`src/rtl/riscv_mc_pkg.sv`:
```
// Shared definitions for the multi-cycle RV32I-subset controller: opcode and
// function-field constants, datapath select encodings, ALU decoder modes and
// the sequencer state enum.
package riscv_mc_pkg;

    localparam int unsigned OPCODE_W = 7;
    localparam int unsigned FUNC3_W  = 3;
    localparam int unsigned FUNC7_W  = 7;
    localparam int unsigned ALUCTL_W = 3;
    localparam int unsigned IMMSRC_W = 3;
    localparam int unsigned SEL_W    = 2;
    localparam int unsigned FSM_W    = 4;

    // Opcodes (IR[6:0])
    localparam logic [OPCODE_W-1:0] OP_R    = 7'b0110011;
    localparam logic [OPCODE_W-1:0] OP_I    = 7'b0010011;
    localparam logic [OPCODE_W-1:0] OP_LW   = 7'b0000011;
    localparam logic [OPCODE_W-1:0] OP_SW   = 7'b0100011;
    localparam logic [OPCODE_W-1:0] OP_B    = 7'b1100011;
    localparam logic [OPCODE_W-1:0] OP_JAL  = 7'b1101111;
    localparam logic [OPCODE_W-1:0] OP_JALR = 7'b1100111;
    localparam logic [OPCODE_W-1:0] OP_LUI  = 7'b0110111;

    // func3 / func7 values used by the decoders
    localparam logic [FUNC3_W-1:0] F3_ADD = 3'b000;
    localparam logic [FUNC3_W-1:0] F3_SLT = 3'b010;
    localparam logic [FUNC3_W-1:0] F3_XOR = 3'b100;
    localparam logic [FUNC3_W-1:0] F3_OR  = 3'b110;
    localparam logic [FUNC3_W-1:0] F3_AND = 3'b111;
    localparam logic [FUNC3_W-1:0] F3_BEQ = 3'b000;
    localparam logic [FUNC3_W-1:0] F3_BNE = 3'b001;
    localparam logic [FUNC7_W-1:0] F7_BASE = 7'b0000000;
    localparam logic [FUNC7_W-1:0] F7_ALT  = 7'b0100000;

    // ALUControl
    localparam logic [ALUCTL_W-1:0] ALU_ADD = 3'b000;
    localparam logic [ALUCTL_W-1:0] ALU_SUB = 3'b001;
    localparam logic [ALUCTL_W-1:0] ALU_AND = 3'b010;
    localparam logic [ALUCTL_W-1:0] ALU_OR  = 3'b011;
    localparam logic [ALUCTL_W-1:0] ALU_SLT = 3'b100;
    localparam logic [ALUCTL_W-1:0] ALU_XOR = 3'b110;

    // ImmSrc
    localparam logic [IMMSRC_W-1:0] IMM_I = 3'b000;
    localparam logic [IMMSRC_W-1:0] IMM_S = 3'b001;
    localparam logic [IMMSRC_W-1:0] IMM_B = 3'b010;
    localparam logic [IMMSRC_W-1:0] IMM_J = 3'b011;
    localparam logic [IMMSRC_W-1:0] IMM_U = 3'b100;

    // ResultSrc
    localparam logic [SEL_W-1:0] RES_ALUOUT = 2'b00;
    localparam logic [SEL_W-1:0] RES_DATA   = 2'b01;
    localparam logic [SEL_W-1:0] RES_ALURES = 2'b10;
    localparam logic [SEL_W-1:0] RES_IMM    = 2'b11;

    // ALUSrcA / ALUSrcB
    localparam logic [SEL_W-1:0] SRCA_PC    = 2'b00;
    localparam logic [SEL_W-1:0] SRCA_OLDPC = 2'b01;
    localparam logic [SEL_W-1:0] SRCA_REG   = 2'b10;
    localparam logic [SEL_W-1:0] SRCB_REG   = 2'b00;
    localparam logic [SEL_W-1:0] SRCB_IMM   = 2'b01;
    localparam logic [SEL_W-1:0] SRCB_FOUR  = 2'b10;

    // ALU decoder modes
    typedef enum logic [1:0] {
        MODE_ADD = 2'd0,
        MODE_SUB = 2'd1,
        MODE_R   = 2'd2,
        MODE_I   = 2'd3
    } alu_mode_t;

    // Sequencer states; encodings are visible on StateO
    typedef enum logic [FSM_W-1:0] {
        S_FETCH    = 4'd0,
        S_DECODE   = 4'd1,
        S_MEMADR   = 4'd2,
        S_MEMREAD  = 4'd3,
        S_MEMWB    = 4'd4,
        S_MEMWRITE = 4'd5,
        S_EXECUTER = 4'd6,
        S_EXECUTEI = 4'd7,
        S_ALUWB    = 4'd8,
        S_BRANCH   = 4'd9,
        S_JAL      = 4'd10,
        S_JALR     = 4'd11,
        S_JALR_PC  = 4'd12,
        S_LUI      = 4'd13,
        S_ERROR    = 4'd14
    } state_t;

endpackage

```
`src/rtl/multicycle_controller_if.sv`:
```
// Controller <-> datapath bundle.
//   master: controller side (IR fields, Zero, MemReady in; selects/enables out)
//   slave : datapath side (mirror image)
// With MULTICYCLE_ILLEGAL_TRAP_EN defined the bundle also carries Illegal.
interface multicycle_controller_if #(
    parameter int unsigned STATE_W = 4
);
    logic [6:0]         op;
    logic [2:0]         func3;
    logic [6:0]         func7;
    logic               Zero;
    logic               MemReady;
    logic               PCWrite;
    logic               AdrSrc;
    logic               MemWrite;
    logic               IRWrite;
    logic               RegWrite;
    logic [1:0]         ResultSrc;
    logic [1:0]         ALUSrcA;
    logic [1:0]         ALUSrcB;
    logic [2:0]         ALUControl;
    logic [2:0]         ImmSrc;
    logic [STATE_W-1:0] StateO;
`ifdef MULTICYCLE_ILLEGAL_TRAP_EN
    logic               Illegal;
`endif

    modport master (
`ifdef MULTICYCLE_ILLEGAL_TRAP_EN
        output Illegal,
`endif
        input  op, func3, func7, Zero, MemReady,
        output PCWrite, AdrSrc, MemWrite, IRWrite, RegWrite,
        output ResultSrc, ALUSrcA, ALUSrcB, ALUControl, ImmSrc, StateO
    );

    modport slave (
`ifdef MULTICYCLE_ILLEGAL_TRAP_EN
        input  Illegal,
`endif
        output op, func3, func7, Zero, MemReady,
        input  PCWrite, AdrSrc, MemWrite, IRWrite, RegWrite,
        input  ResultSrc, ALUSrcA, ALUSrcB, ALUControl, ImmSrc, StateO
    );

endinterface

```
`src/rtl/mc_alu_decoder.sv`:
```
// Combinational ALU operation decoder.
//   mode        : forced add, forced sub, R-type decode or I-type decode
//   func3/func7 : instruction function fields from the IR
//   alu_control : ALU operation select; unsupported combinations give add
module mc_alu_decoder
    import riscv_mc_pkg::*;
(
    input  alu_mode_t              mode,
    input  logic [FUNC3_W-1:0]     func3,
    input  logic [FUNC7_W-1:0]     func7,
    output logic [ALUCTL_W-1:0]    alu_control
);

    always_comb begin
        alu_control = ALU_ADD;
        case (mode)
            MODE_SUB: alu_control = ALU_SUB;
            MODE_R: begin
                if (func7 == F7_BASE) begin
                    case (func3)
                        F3_SLT:  alu_control = ALU_SLT;
                        F3_XOR:  alu_control = ALU_XOR;
                        F3_OR:   alu_control = ALU_OR;
                        F3_AND:  alu_control = ALU_AND;
                        default: alu_control = ALU_ADD;
                    endcase
                end else if (func7 == F7_ALT && func3 == F3_ADD) begin
                    alu_control = ALU_SUB;
                end
            end
            // andi is not part of the subset, so 3'b111 falls back to add
            MODE_I: begin
                case (func3)
                    F3_SLT:  alu_control = ALU_SLT;
                    F3_XOR:  alu_control = ALU_XOR;
                    F3_OR:   alu_control = ALU_OR;
                    default: alu_control = ALU_ADD;
                endcase
            end
            default: alu_control = ALU_ADD;
        endcase
    end

endmodule

```
`src/rtl/multicycle_controller.sv`:
```
// Multi-cycle RV32I-subset sequencer. Walks each instruction through its
// phases, sharing one ALU and one memory port, and stalls on MemReady.
//   clk, rst : clock, synchronous active-high reset
//   bus      : multicycle_controller_if.master (IR fields, Zero, MemReady in;
//              datapath enables/selects, ALUControl, ImmSrc, StateO out)
// Optional: MULTICYCLE_ILLEGAL_TRAP_EN sends unknown opcodes and unsupported
// branch func3 to a sticky ERROR state and drives bus.Illegal.
module multicycle_controller
    import riscv_mc_pkg::*;
#(
    parameter int unsigned STATE_W = 4
)(
    input  logic                   clk,
    input  logic                   rst,
    multicycle_controller_if.master bus
);

    state_t                 state_q;
    state_t                 state_d;
    alu_mode_t              alu_mode;
    logic [ALUCTL_W-1:0]    alu_ctrl;
    logic                   pc_write;
    logic                   mem_write;
    logic                   ir_write;
    logic                   reg_write;

    mc_alu_decoder u_alu_dec (
        .mode        (alu_mode),
        .func3       (bus.func3),
        .func7       (bus.func7),
        .alu_control (alu_ctrl)
    );

    // State register
    always_ff @(posedge clk) begin
        if (rst) begin
            state_q <= S_FETCH;
        end else begin
            state_q <= state_d;
        end
    end

    // Next state and per-state datapath controls
    always_comb begin
        state_d       = state_q;
        pc_write      = 1'b0;
        mem_write     = 1'b0;
        ir_write      = 1'b0;
        reg_write     = 1'b0;
        alu_mode      = MODE_ADD;
        bus.AdrSrc    = 1'b0;
        bus.ResultSrc = RES_ALUOUT;
        bus.ALUSrcA   = SRCA_PC;
        bus.ALUSrcB   = SRCB_REG;
        bus.ImmSrc    = IMM_I;

        case (state_q)
            S_FETCH: begin
                bus.ALUSrcA   = SRCA_PC;
                bus.ALUSrcB   = SRCB_FOUR;
                bus.ResultSrc = RES_ALURES;
                ir_write      = bus.MemReady;
                pc_write      = bus.MemReady;
                if (bus.MemReady) begin
                    state_d = S_DECODE;
                end
            end
            // ALUOut captures OldPC + imm as the branch/jal target
            S_DECODE: begin
                bus.ALUSrcA = SRCA_OLDPC;
                bus.ALUSrcB = SRCB_IMM;
                bus.ImmSrc  = (bus.op == OP_JAL) ? IMM_J : IMM_B;
                case (bus.op)
                    OP_LW, OP_SW: state_d = S_MEMADR;
                    OP_R:         state_d = S_EXECUTER;
                    OP_I:         state_d = S_EXECUTEI;
                    OP_B:         state_d = S_BRANCH;
                    OP_JAL:       state_d = S_JAL;
                    OP_JALR:      state_d = S_JALR;
                    OP_LUI:       state_d = S_LUI;
`ifdef MULTICYCLE_ILLEGAL_TRAP_EN
                    default:      state_d = S_ERROR;
`else
                    default:      state_d = S_FETCH;
`endif
                endcase
            end
            S_MEMADR: begin
                bus.ALUSrcA = SRCA_REG;
                bus.ALUSrcB = SRCB_IMM;
                bus.ImmSrc  = (bus.op == OP_SW) ? IMM_S : IMM_I;
                state_d     = (bus.op == OP_SW) ? S_MEMWRITE : S_MEMREAD;
            end
            S_MEMREAD: begin
                bus.AdrSrc = 1'b1;
                if (bus.MemReady) begin
                    state_d = S_MEMWB;
                end
            end
            S_MEMWB: begin
                bus.ResultSrc = RES_DATA;
                reg_write     = 1'b1;
                state_d       = S_FETCH;
            end
            // Write request stays up for the whole stall
            S_MEMWRITE: begin
                bus.AdrSrc    = 1'b1;
                bus.ResultSrc = RES_ALUOUT;
                mem_write     = 1'b1;
                if (bus.MemReady) begin
                    state_d = S_FETCH;
                end
            end
            S_EXECUTER: begin
                bus.ALUSrcA = SRCA_REG;
                bus.ALUSrcB = SRCB_REG;
                alu_mode    = MODE_R;
                state_d     = S_ALUWB;
            end
            S_EXECUTEI: begin
                bus.ALUSrcA = SRCA_REG;
                bus.ALUSrcB = SRCB_IMM;
                bus.ImmSrc  = IMM_I;
                alu_mode    = MODE_I;
                state_d     = S_ALUWB;
            end
            S_ALUWB: begin
                bus.ResultSrc = RES_ALUOUT;
                reg_write     = 1'b1;
                state_d       = S_FETCH;
            end
            // PC takes the DECODE-computed target from ALUOut when taken
            S_BRANCH: begin
                bus.ALUSrcA   = SRCA_REG;
                bus.ALUSrcB   = SRCB_REG;
                bus.ResultSrc = RES_ALUOUT;
                alu_mode      = MODE_SUB;
                state_d       = S_FETCH;
                case (bus.func3)
                    F3_BEQ:  pc_write = bus.Zero;
                    F3_BNE:  pc_write = ~bus.Zero;
`ifdef MULTICYCLE_ILLEGAL_TRAP_EN
                    default: state_d  = S_ERROR;
`else
                    default: pc_write = 1'b0;
`endif
                endcase
            end
            // PC <- target in ALUOut while the ALU forms the OldPC + 4 link
            S_JAL: begin
                bus.ALUSrcA   = SRCA_OLDPC;
                bus.ALUSrcB   = SRCB_FOUR;
                bus.ResultSrc = RES_ALUOUT;
                pc_write      = 1'b1;
                state_d       = S_ALUWB;
            end
            S_JALR: begin
                bus.ALUSrcA = SRCA_REG;
                bus.ALUSrcB = SRCB_IMM;
                bus.ImmSrc  = IMM_I;
                state_d     = S_JALR_PC;
            end
            // rs1 was latched in DECODE, so rd == rs1 is safe here
            S_JALR_PC: begin
                bus.ALUSrcA   = SRCA_OLDPC;
                bus.ALUSrcB   = SRCB_FOUR;
                bus.ResultSrc = RES_ALUOUT;
                pc_write      = 1'b1;
                state_d       = S_ALUWB;
            end
            S_LUI: begin
                bus.ImmSrc    = IMM_U;
                bus.ResultSrc = RES_IMM;
                reg_write     = 1'b1;
                state_d       = S_FETCH;
            end
`ifdef MULTICYCLE_ILLEGAL_TRAP_EN
            S_ERROR: state_d = S_ERROR;
`endif
            default: state_d = S_FETCH;
        endcase
    end

    // Enables are forced low in any cycle where reset is seen
    always_comb begin
        bus.PCWrite    = pc_write  & ~rst;
        bus.MemWrite   = mem_write & ~rst;
        bus.IRWrite    = ir_write  & ~rst;
        bus.RegWrite   = reg_write & ~rst;
        bus.ALUControl = alu_ctrl;
        bus.StateO     = STATE_W'(state_q);
`ifdef MULTICYCLE_ILLEGAL_TRAP_EN
        bus.Illegal    = (state_q == S_ERROR);
`endif
    end

endmodule

```
`src/flat_wrapper.sv`:
```
// flat-port wrapper written by rule: the top's interface ports become plain ports
module multicycle_controller_flat import riscv_mc_pkg::*;
#(
    parameter int unsigned STATE_W = 4
)
  (clk, rst, bus_op, bus_func3, bus_func7, bus_Zero, bus_MemReady, bus_PCWrite, bus_AdrSrc, bus_MemWrite, bus_IRWrite, bus_RegWrite, bus_ResultSrc, bus_ALUSrcA, bus_ALUSrcB, bus_ALUControl, bus_ImmSrc, bus_StateO);
  multicycle_controller_if #(.STATE_W(STATE_W)) bus_i ();
  input  logic clk;
  input  logic rst;
  input wire logic [$bits(bus_i.op)-1:0] bus_op;
  input wire logic [$bits(bus_i.func3)-1:0] bus_func3;
  input wire logic [$bits(bus_i.func7)-1:0] bus_func7;
  input wire logic [$bits(bus_i.Zero)-1:0] bus_Zero;
  input wire logic [$bits(bus_i.MemReady)-1:0] bus_MemReady;
  output wire logic [$bits(bus_i.PCWrite)-1:0] bus_PCWrite;
  output wire logic [$bits(bus_i.AdrSrc)-1:0] bus_AdrSrc;
  output wire logic [$bits(bus_i.MemWrite)-1:0] bus_MemWrite;
  output wire logic [$bits(bus_i.IRWrite)-1:0] bus_IRWrite;
  output wire logic [$bits(bus_i.RegWrite)-1:0] bus_RegWrite;
  output wire logic [$bits(bus_i.ResultSrc)-1:0] bus_ResultSrc;
  output wire logic [$bits(bus_i.ALUSrcA)-1:0] bus_ALUSrcA;
  output wire logic [$bits(bus_i.ALUSrcB)-1:0] bus_ALUSrcB;
  output wire logic [$bits(bus_i.ALUControl)-1:0] bus_ALUControl;
  output wire logic [$bits(bus_i.ImmSrc)-1:0] bus_ImmSrc;
  output wire logic [$bits(bus_i.StateO)-1:0] bus_StateO;
  assign bus_i.op = bus_op;
  assign bus_i.func3 = bus_func3;
  assign bus_i.func7 = bus_func7;
  assign bus_i.Zero = bus_Zero;
  assign bus_i.MemReady = bus_MemReady;
  assign bus_PCWrite = bus_i.PCWrite;
  assign bus_AdrSrc = bus_i.AdrSrc;
  assign bus_MemWrite = bus_i.MemWrite;
  assign bus_IRWrite = bus_i.IRWrite;
  assign bus_RegWrite = bus_i.RegWrite;
  assign bus_ResultSrc = bus_i.ResultSrc;
  assign bus_ALUSrcA = bus_i.ALUSrcA;
  assign bus_ALUSrcB = bus_i.ALUSrcB;
  assign bus_ALUControl = bus_i.ALUControl;
  assign bus_ImmSrc = bus_i.ImmSrc;
  assign bus_StateO = bus_i.StateO;
  multicycle_controller #(.STATE_W(STATE_W)) u_core (.clk(clk), .rst(rst), .bus(bus_i));
endmodule
```
`config.mk`:
```
export PLATFORM = sky130hd
export DESIGN_NAME = multicycle_controller_flat
export DESIGN_NICKNAME = d
export VERILOG_FILES = /design/src/rtl/riscv_mc_pkg.sv /design/src/rtl/multicycle_controller_if.sv /design/src/rtl/mc_alu_decoder.sv /design/src/rtl/multicycle_controller.sv /design/src/flat_wrapper.sv
export SDC_FILE = /design/constraint.sdc
export NUM_CORES = 1
export LEC_CHECK = 0
export CORE_ASPECT_RATIO = 1.4
export CORE_MARGIN = 2
export CORE_UTILIZATION = 30
export DETAILED_ROUTE_END_ITERATION = 12
export PLACE_DENSITY = 0.73
export RECOVER_POWER = 50
export SYNTH_ARGS = -nofsm -noshare
export SYNTH_HDL_FRONTEND = slang
export SYNTH_SLANG_ARGS = --single-unit
```
`constraint.sdc`:
```
create_clock -name clk -period 1.7 [get_ports clk]
set_clock_uncertainty 0.2 [all_clocks]
set_input_delay 0.34 -clock clk [delete_from_list [all_inputs] [get_ports clk]]
set_output_delay 0.34 -clock clk [all_outputs]
set_load 0.05 [all_outputs]
```
==> results.toml, run 1 <==
[outcome]
status = "aborted with a tool error"
lastStage = "clock tree synthesis (4_1_cts)"
firstError = "[ERROR DPL-0038] Utilization greater than 100%, impossible to legalize"

[floorplan]
die_x_um = 47.1
initial_utilization = 0.320
io_pins = 42
die_h_um = 64.4
core.rowCount = 21

[clock_network]
htreeDepth = 1
post_cts_resized = 96
ctsHoldBuffers = 0
cts_made_buffers = 3
post_cts.repair.setup_buffers = 21
cts_root_buf = "clkbuf_4"
clock_path_buffers = 2
cts_num_sinks = 4

[synthesis]
syn_avg_cell_area_sq_um = 6.73
yosysTopAreaCell = "dfxtp_1"
yosys_register_bits = 4
netlist.area_leader.share = 0.103
synth_edf_count = 0
synth_area_sq_um = 781
yosys-top-cells-area = "dfxtp_1 10%, nor3_1 6.4%, a21oi_1 5.8%, nor2b_1 5.6%, nor2_1 4.3%"
synthDistinctLibCells = 49
ys_seq_area_frac = 0.103
syn_inst = 116
ys.flop_type = "dfxtp_1"
postSynth.asyncResetShare = 0
syn_nets = 137
ys_warn_count = 0

[place]
gp_congestion = 0.873
place_area_sq_um = 2010
port_buffers = 41
hpwl_um = 3010
[metrics by stage]
| step | cells | hold WS (ns) | util | setup WS [ns] | TNS, ns |
|---|---|---|---|---|---|
| after detailed placement | 232 | 0.407 | 0.822 | -1.02 | -7.14 |
| after global placement | 232 | 0.412 | 0.822 | -0.917 | -6.57 |
| after floorplan | 116 | 0.197 | - | -0.584 | -3.43 |
[synth_stat cells, drive strengths merged, types with 3 or more instances]
| cell type | n |
|---|---|
| dfxtp | 4 |
| buf | 5 |
| nor2b | 7 |
| nand3 | 5 |
| o21ai | 4 |
| clkbuf | 3 |
| nor3 | 10 |
| nand2 | 8 |
| nand2b | 6 |
| a211oi | 3 |
| a21oi | 9 |
| inv | 3 |
| nor2 | 9 |
[logic make-up after synthesis]
logic type | Yosys count | share of synthesized area
simple gates | 63 | 0.463
compound gates | 34 | 0.321
buf+inv | 11 | 0.0657
flops | 4 | 0.103
xor+xnor | 2 | 0.0224
mux | 2 | 0.0256
==> inputs of run 2 (changes only) <==
--- a/config.mk
+++ b/config.mk
@@ -5,11 +5,10 @@
 export SDC_FILE = /design/constraint.sdc
 export NUM_CORES = 1
 export LEC_CHECK = 0
-export CORE_ASPECT_RATIO = 1.4
 export CORE_MARGIN = 2
-export CORE_UTILIZATION = 30
+export CORE_UTILIZATION = 20
 export DETAILED_ROUTE_END_ITERATION = 12
-export PLACE_DENSITY = 0.73
+export PLACE_DENSITY_LB_ADDON = 0.15
 export RECOVER_POWER = 50
 export SYNTH_ARGS = -nofsm -noshare
 export SYNTH_HDL_FRONTEND = slang
==> constraint.sdc (replaced) <==
create_clock -name clk -period 2.2 [get_ports clk]
set_clock_uncertainty 0.2 [all_clocks]
set_input_delay 0.44 -clock clk [delete_from_list [all_inputs] [get_ports clk]]
set_output_delay 0.44 -clock clk [all_outputs]
set_load 0.05 [all_outputs]
==> run 2 against run 1 <==
Net effect:
- the flow now finishes, with violations (negative setup slack)
- area after synthesis stayed put
- synthesized cell count stayed put
==> results.toml, run 2 <==
[sta]
relSlewSlack = 0.601
rsz0062_at_grt = "true"
tns_ns = -0.861
max_freq_ghz = 0.397
setup_ws_ns = -0.318
tightest_slew_ns = 0.601
period_minus_slack_ns = 2.52
period_share = 1.14
setup_violations = 3
drv_slew = 0
hold_viol = 0

[finish]
fillCellCount = 378
regArea_sq_um = 95.1
nets = 220
syn_to_final_growth_pct = 146
n_antenna_cell = 0
final_common_cell = "buf_4"
multi_input_area_sq_um = 860
drive_above_1_share = 0.569
largest_register_ffs = 4
post-route-util = 0.516
final_cells = 245
layout_common_cells = "40 x buf_4, 16 x buf_12, 9 x dlygate4sd2_1, 7 x nand2_1, 7 x a21oi_1"
final_area_sq_um = 1920

[synthesis]
synthTopCellsByCount = "10 x nor3_1, 9 x a21oi_1, 9 x nor2_1"
ys_warn_count = 0
synthAdderAreaFrac = 0
yosys-top-cells-area = "dfxtp_1 10%, nor3_1 6.4%, a21oi_1 5.8%, nor2b_1 5.6%, nor2_1 4.3%"
postSynth.asyncResetShare = 0
syn_nets = 137
synthXorXnorAreaFrac = 0.0224
yosysTopAreaCell = "dfxtp_1"
syn_inst = 116
synth_area_sq_um = 781
synthDistinctLibCells = 49
synthMuxAreaShare = 0.0256
syn_avg_cell_area_sq_um = 6.73
yosysMostFrequentCell = "nor3_1"
ys_seq_area_frac = 0.103
synth_edf_count = 0
synth-simple-area-share = 0.463
ys.flop_type = "dfxtp_1"
synth_top_family_by_area = "simple AND/OR/NAND/NOR gates"
synth_compound_area_frac = 0.321
netlist.area_leader.share = 0.103
yosys_register_bits = 4

[floorplan]
core_area_sq_um = 3720
die_h_um = 66.5
initial_utilization = 0.210
die_x_um = 66.5
core.rowCount = 22
io_pins = 42
dieArea_sq_um = 4420

[critical_path]
crit_path_max_fanout = 3
worstPathArrival_ns = 1.88
critPathRequiredTime_ns = 1.56
reg2reg_depth = 5
reg2reg_from = "u_core.bus.StateO[0]"
critPathKind = "in -> out"
cp-end-kind = "output pin"
crit_start = "bus_func7[2]"
critPathLaunchType = "input port"

[route]
drc_errors = 0
wl_per_cell_um = 13.5
vias = 1191
drt_iter0_markers = 44
wirelength_um = 3310
dr.pass1.iters = 4
antenna_left = 0
viasPerCell = 4.86

[grt]
grt_pass1_wl_um = 5650
grt_pass1_vias = 1234
antenna_found_initial = 0
overflow = 0
grt_max_degree = 20
grt_usage = 0.161

[pwr]
power_density_nw_per_um2 = 260
vdd_drop_max_mv = 0.0999
finalPower_uw = 498
power.leakage_nw = 0.792

[hold_path]
hold_class = "reg -> reg"
whs_path_depth = 2
hp-start = "u_core.bus.StateO[2]"

[clock_network]
clock_path_buffers = 2
cts_made_buffers = 3
path_clk_slew_ns = 0.03
ctsHoldBuffers = 0
clk_latency_ns = 0.22
htreeDepth = 1
cts_num_sinks = 4
cts_root_buf = "clkbuf_8"
cts_tree = "yes"

[place]
port_buffers = 41
gp_congestion = 0.811
place_area_sq_um = 1740
placedCellCount = 227
hpwl_um = 2570

[outcome]
violations = "negative setup slack"
status = "complete, but fails checks"

[flow_run]
timing.max_cap.violations = 0
[run 2: path summary, 6_finish.rpt]
path                           to  slack, ns
min          u_core.bus.StateO[0]       0.48
min reg2reg  u_core.bus.StateO[0]       0.48
max reg2reg  u_core.bus.StateO[0]       0.28
max             bus_ALUControl[0]      -0.32
[run 2: stage by stage]
stage	setup slack [ns]	hold slack (ns)
finish	-0.318	0.483
global route	-0.389	0.516
CTS	-0.428	0.464
detailed placement	-0.635	0.458
global placement	-0.617	0.461
floorplan	-0.284	0.297
[run 2: area by class of cell]
cell class	instances	share of cell area
Inverter	3	0.00783
Timing Repair Buffer	86	0.441
Multi-Input combinational cell	101	0.448
Tap cell	48	0.0313
Clock buffer	3	0.0215
Sequential cell	4	0.0496
[run 2: worst max-delay path: stages]
cell	delay, ns
buf_6	0.09
or4_4	0.54
o41ai_4	0.30
a31oi_2	0.17
o21ai_4	0.19
buf_12	0.15
[run 2: where the power goes]
part	internal [mW]	switching [mW]
clock	0.116	0.0367
sequential	0.0712	0.00286
combinational	0.134	0.136
[run 2: kinds of logic after synthesis]
| kind of cell | Yosys count |
|---|---|
| multiplexers | 2 |
| XOR/XNOR | 2 |
| flip-flops | 4 |
| AND/OR/NAND/NOR | 63 |
| buffers and inverters | 11 |
| AO/OA/AOI/OAI | 34 |
[run 2: routing by layer]
layer / vias to the layer above / track usage / wire length [um]
li1: 603 / - / -
met1: 553 / 0.203 / 1400
met2: 33 / 0.296 / 1760
met3: 2 / 0.0152 / 126
met4: 0 / 0.0306 / 17
met5: - / 0 / 0
[run 2: repair_timing]
item,CTS,global route
setup buffers,12,3
pin swaps,13,10
gates resized for setup,47,13
endpoints found under the setup margin,10,12
Power figures use the tool's default switching activity.
==> RTL edit, RTL diff (settings of run 2) <==
Make the reset (`rst`) asynchronous in one clocked block. Comments in the files are not updated.
--- a/src/rtl/multicycle_controller.sv
+++ b/src/rtl/multicycle_controller.sv
@@ -33,5 +33,5 @@
 
     // State register
-    always_ff @(posedge clk) begin
+    always_ff @(posedge clk or posedge rst) begin
         if (rst) begin
             state_q <= S_FETCH;
Function: differs if rst is asserted again (counterexample within 4 cycles, from zero or initial values and one cycle with rst high); with rst held inactive, the same outputs for 10 cycles.
==> RTL edit against run 2 <==
The flow still finishes with violations (setup timing); hold slack got worse by 0.33 ns; sequential cell count did not move; synthesized area down 6.1%; die area shrank 5.7%; worst setup slack gained 0.16 ns; global-route usage shrank 0.31 points; via count shrank 5.0%; design area increased by 3.9%; synthesized cell count fell by 4.3%; wire length fell by 1.0%.
Power is not compared: it rests on default switching activity, and its combinational part moved more than twofold at a synthesized area within 25%.
==> RTL edit: results (changes against run 2) <==
sequential area share after synthesis: 13.7% (was 10.3%)
crit path DAT: 1.72 ns (was 1.88 ns)
non-filler cells, final: 231 (was 245)
Async SR Flop Fraction: 100% (was 0%)
layout cell share with drive strength beyond 1: 58.9% (was 56.9%)
Sw Ratio: 47.4%
synth warn: 0 (unchanged)
status: complete, but fails checks (unchanged)
pre-CTS setup slack: -0.488 ns (was -0.635 ns)
final WL: 3.28 mm (was 3.31 mm)
first-pass GRT wire length: 5.30 mm (was 5.65 mm)
PortBufs: 41 (unchanged)
max reg flops: 4 (unchanged)
gpl congestion: 0.776 (was 0.811)
actual slew at the worst max-slew pin: 0.365 ns (was 0.601 ns)
vias in the first global route: 1121 (was 1234)
most area-consuming cells after synthesis: dfrtp_1 (14%), a21oi_1 (6.1%), nor2_1 (6.1%) (was dfxtp_1 (10%), nor3_1 (6.4%), a21oi_1 (5.8%))
final worst setup slack: -0.160 ns (was -0.318 ns)
synth unique cells: 39 (was 49)
largest net degree at the start of global routing: 20 (unchanged)
H-tree levels: 1 (unchanged)
crit-path max FO: 3 (unchanged)
final setup fails: 8 (was 3)
Vias/cell: 4.90 (was 4.86)
Total Routing Usage GR: 15.8% (was 16.1%)
ANT cells: 0 (unchanged)
placed cell count: 214 (was 227)
syn_nets: 132 (was 137)
VDD IR-drop max: 214 uV
Filler cells: 312 (was 378)
Clock Pin Slew Worst Setup and Hold Paths: 0.04 ns
Hold Crit Class: in2async (was reg2reg)
Post-Synthesis Cells: 111 (was 116)
Max Buffers Root-to-Sink: 2 (unchanged)
DRT iter0 DRCs: 50 (was 44)
detailed placement HPWL: 2.41 mm (was 2.57 mm)
Root Buffer: clkbuf_4 (was clkbuf_8)
P_leak: 0.000822 uW
Synth Flop Type: dfrtp_1 (was dfxtp_1)
failing checks: setup timing (unchanged)
Post-synth top cells: nor2_1 (12), nand2_1 (11), a21oi_1 (9) (was nor3_1 (10), a21oi_1 (9), nor2_1 (9))
DRT Pass-1 Iters: 4 (unchanged)
Num CTS Buffers: 3 (unchanged)
initial antenna violation count: 0 (unchanged)
Skew-Pair Late Insertion Delay: 0.23 ns
Sum Neg Setup Slack: -0.452 ns (was -0.861 ns)
[RTL edit: cell types whose count changed in the layout (fill, tap and decap cells not counted), moves of 4 or more]
cell	change
inv_1	+4
clkbuf_2	-5
nand2b_1	-4
nand2b_4	+5
buf_12	+4
dfxtp_4	-4
buf_4	-8
a21oi_1	-4
[RTL edit: kinds of logic (layout without fill, tap and decap cells)]
logic type | Yosys count | count (layout) | synth area share (%)
DFF | 4 | 4 | 13.7
and+or+nand+nor | 57 | 57 | 46.1
buffers and inverters | 14 | 88 | 7.68
xor gates and xnor gates | 5 | 5 | 5.97
AOI/OAI and AO/OA | 31 | 31 | 26.6
[RTL edit: final timing paths]
path	from	to	slack, ns	cells past startpoint
setup / recovery	bus_func7[5]	bus_ALUControl[0]	-0.16	5
hold / removal	rst	u_core.bus.StateO[2]	0.16	2
setup reg to reg	u_core.bus.StateO[2]	u_core.bus.StateO[0]	0.42	5
hold reg to reg	u_core.bus.StateO[3]	u_core.bus.StateO[0]	0.49	2
max in group asynchronous	rst	u_core.bus.StateO[0]	1.47	2
min in group clk	u_core.bus.StateO[3]	u_core.bus.StateO[0]	0.49	2
[RTL edit: power by group through the flow]
stage	combinational (uW)	clock, uW	sequential (uW)
floorplan	379	0	128
global placement	722	0	101
detailed placement	727	0	101
CTS	814	94.5	96.9
global route	887	99.8	98.0
finish	847	90.7	96.9
[RTL edit: area by class of cell]
type | instances | area share [%]
timing repair buffer | 78 | 44.0
clock buffer | 3 | 1.13
multi-input combinational | 93 | 45.2
sequential | 4 | 5.34
inverter | 7 | 1.44
tap | 46 | 2.89
[RTL edit: routing by layer]
metal	vias to the layer above	wire length [um]	GRT usage, %
li1	551	-	-
met3	0	189	2.43
met5	-	0	0
met2	36	1790	29.3
met4	0	0	3.19
met1	544	1300	19.2
[RTL edit: what timing repair did]
action / 4_1_cts / 5_1_grt
endpoints found under the setup margin: 9 / 9
resized for setup: 49 / 19
pin swaps: 18 / 9
setup buffers: 12 / 2
[RTL edit: metrics by stage]
stage	cell area, um^2	util (%)
after floorplan	970	-
after global placement	1750	51.3
after detailed placement	1750	51.3
after CTS	1910	56.0
after global routing	1990	58.3
final	1990	58.3
[RTL edit: worst max-delay path: stages]
cell and delay, ns:
clkdlybuf4s50_1 0.51, nor4b_1 0.28, a31oi_1 0.21, o21ai_4 0.12, buf_12 0.15
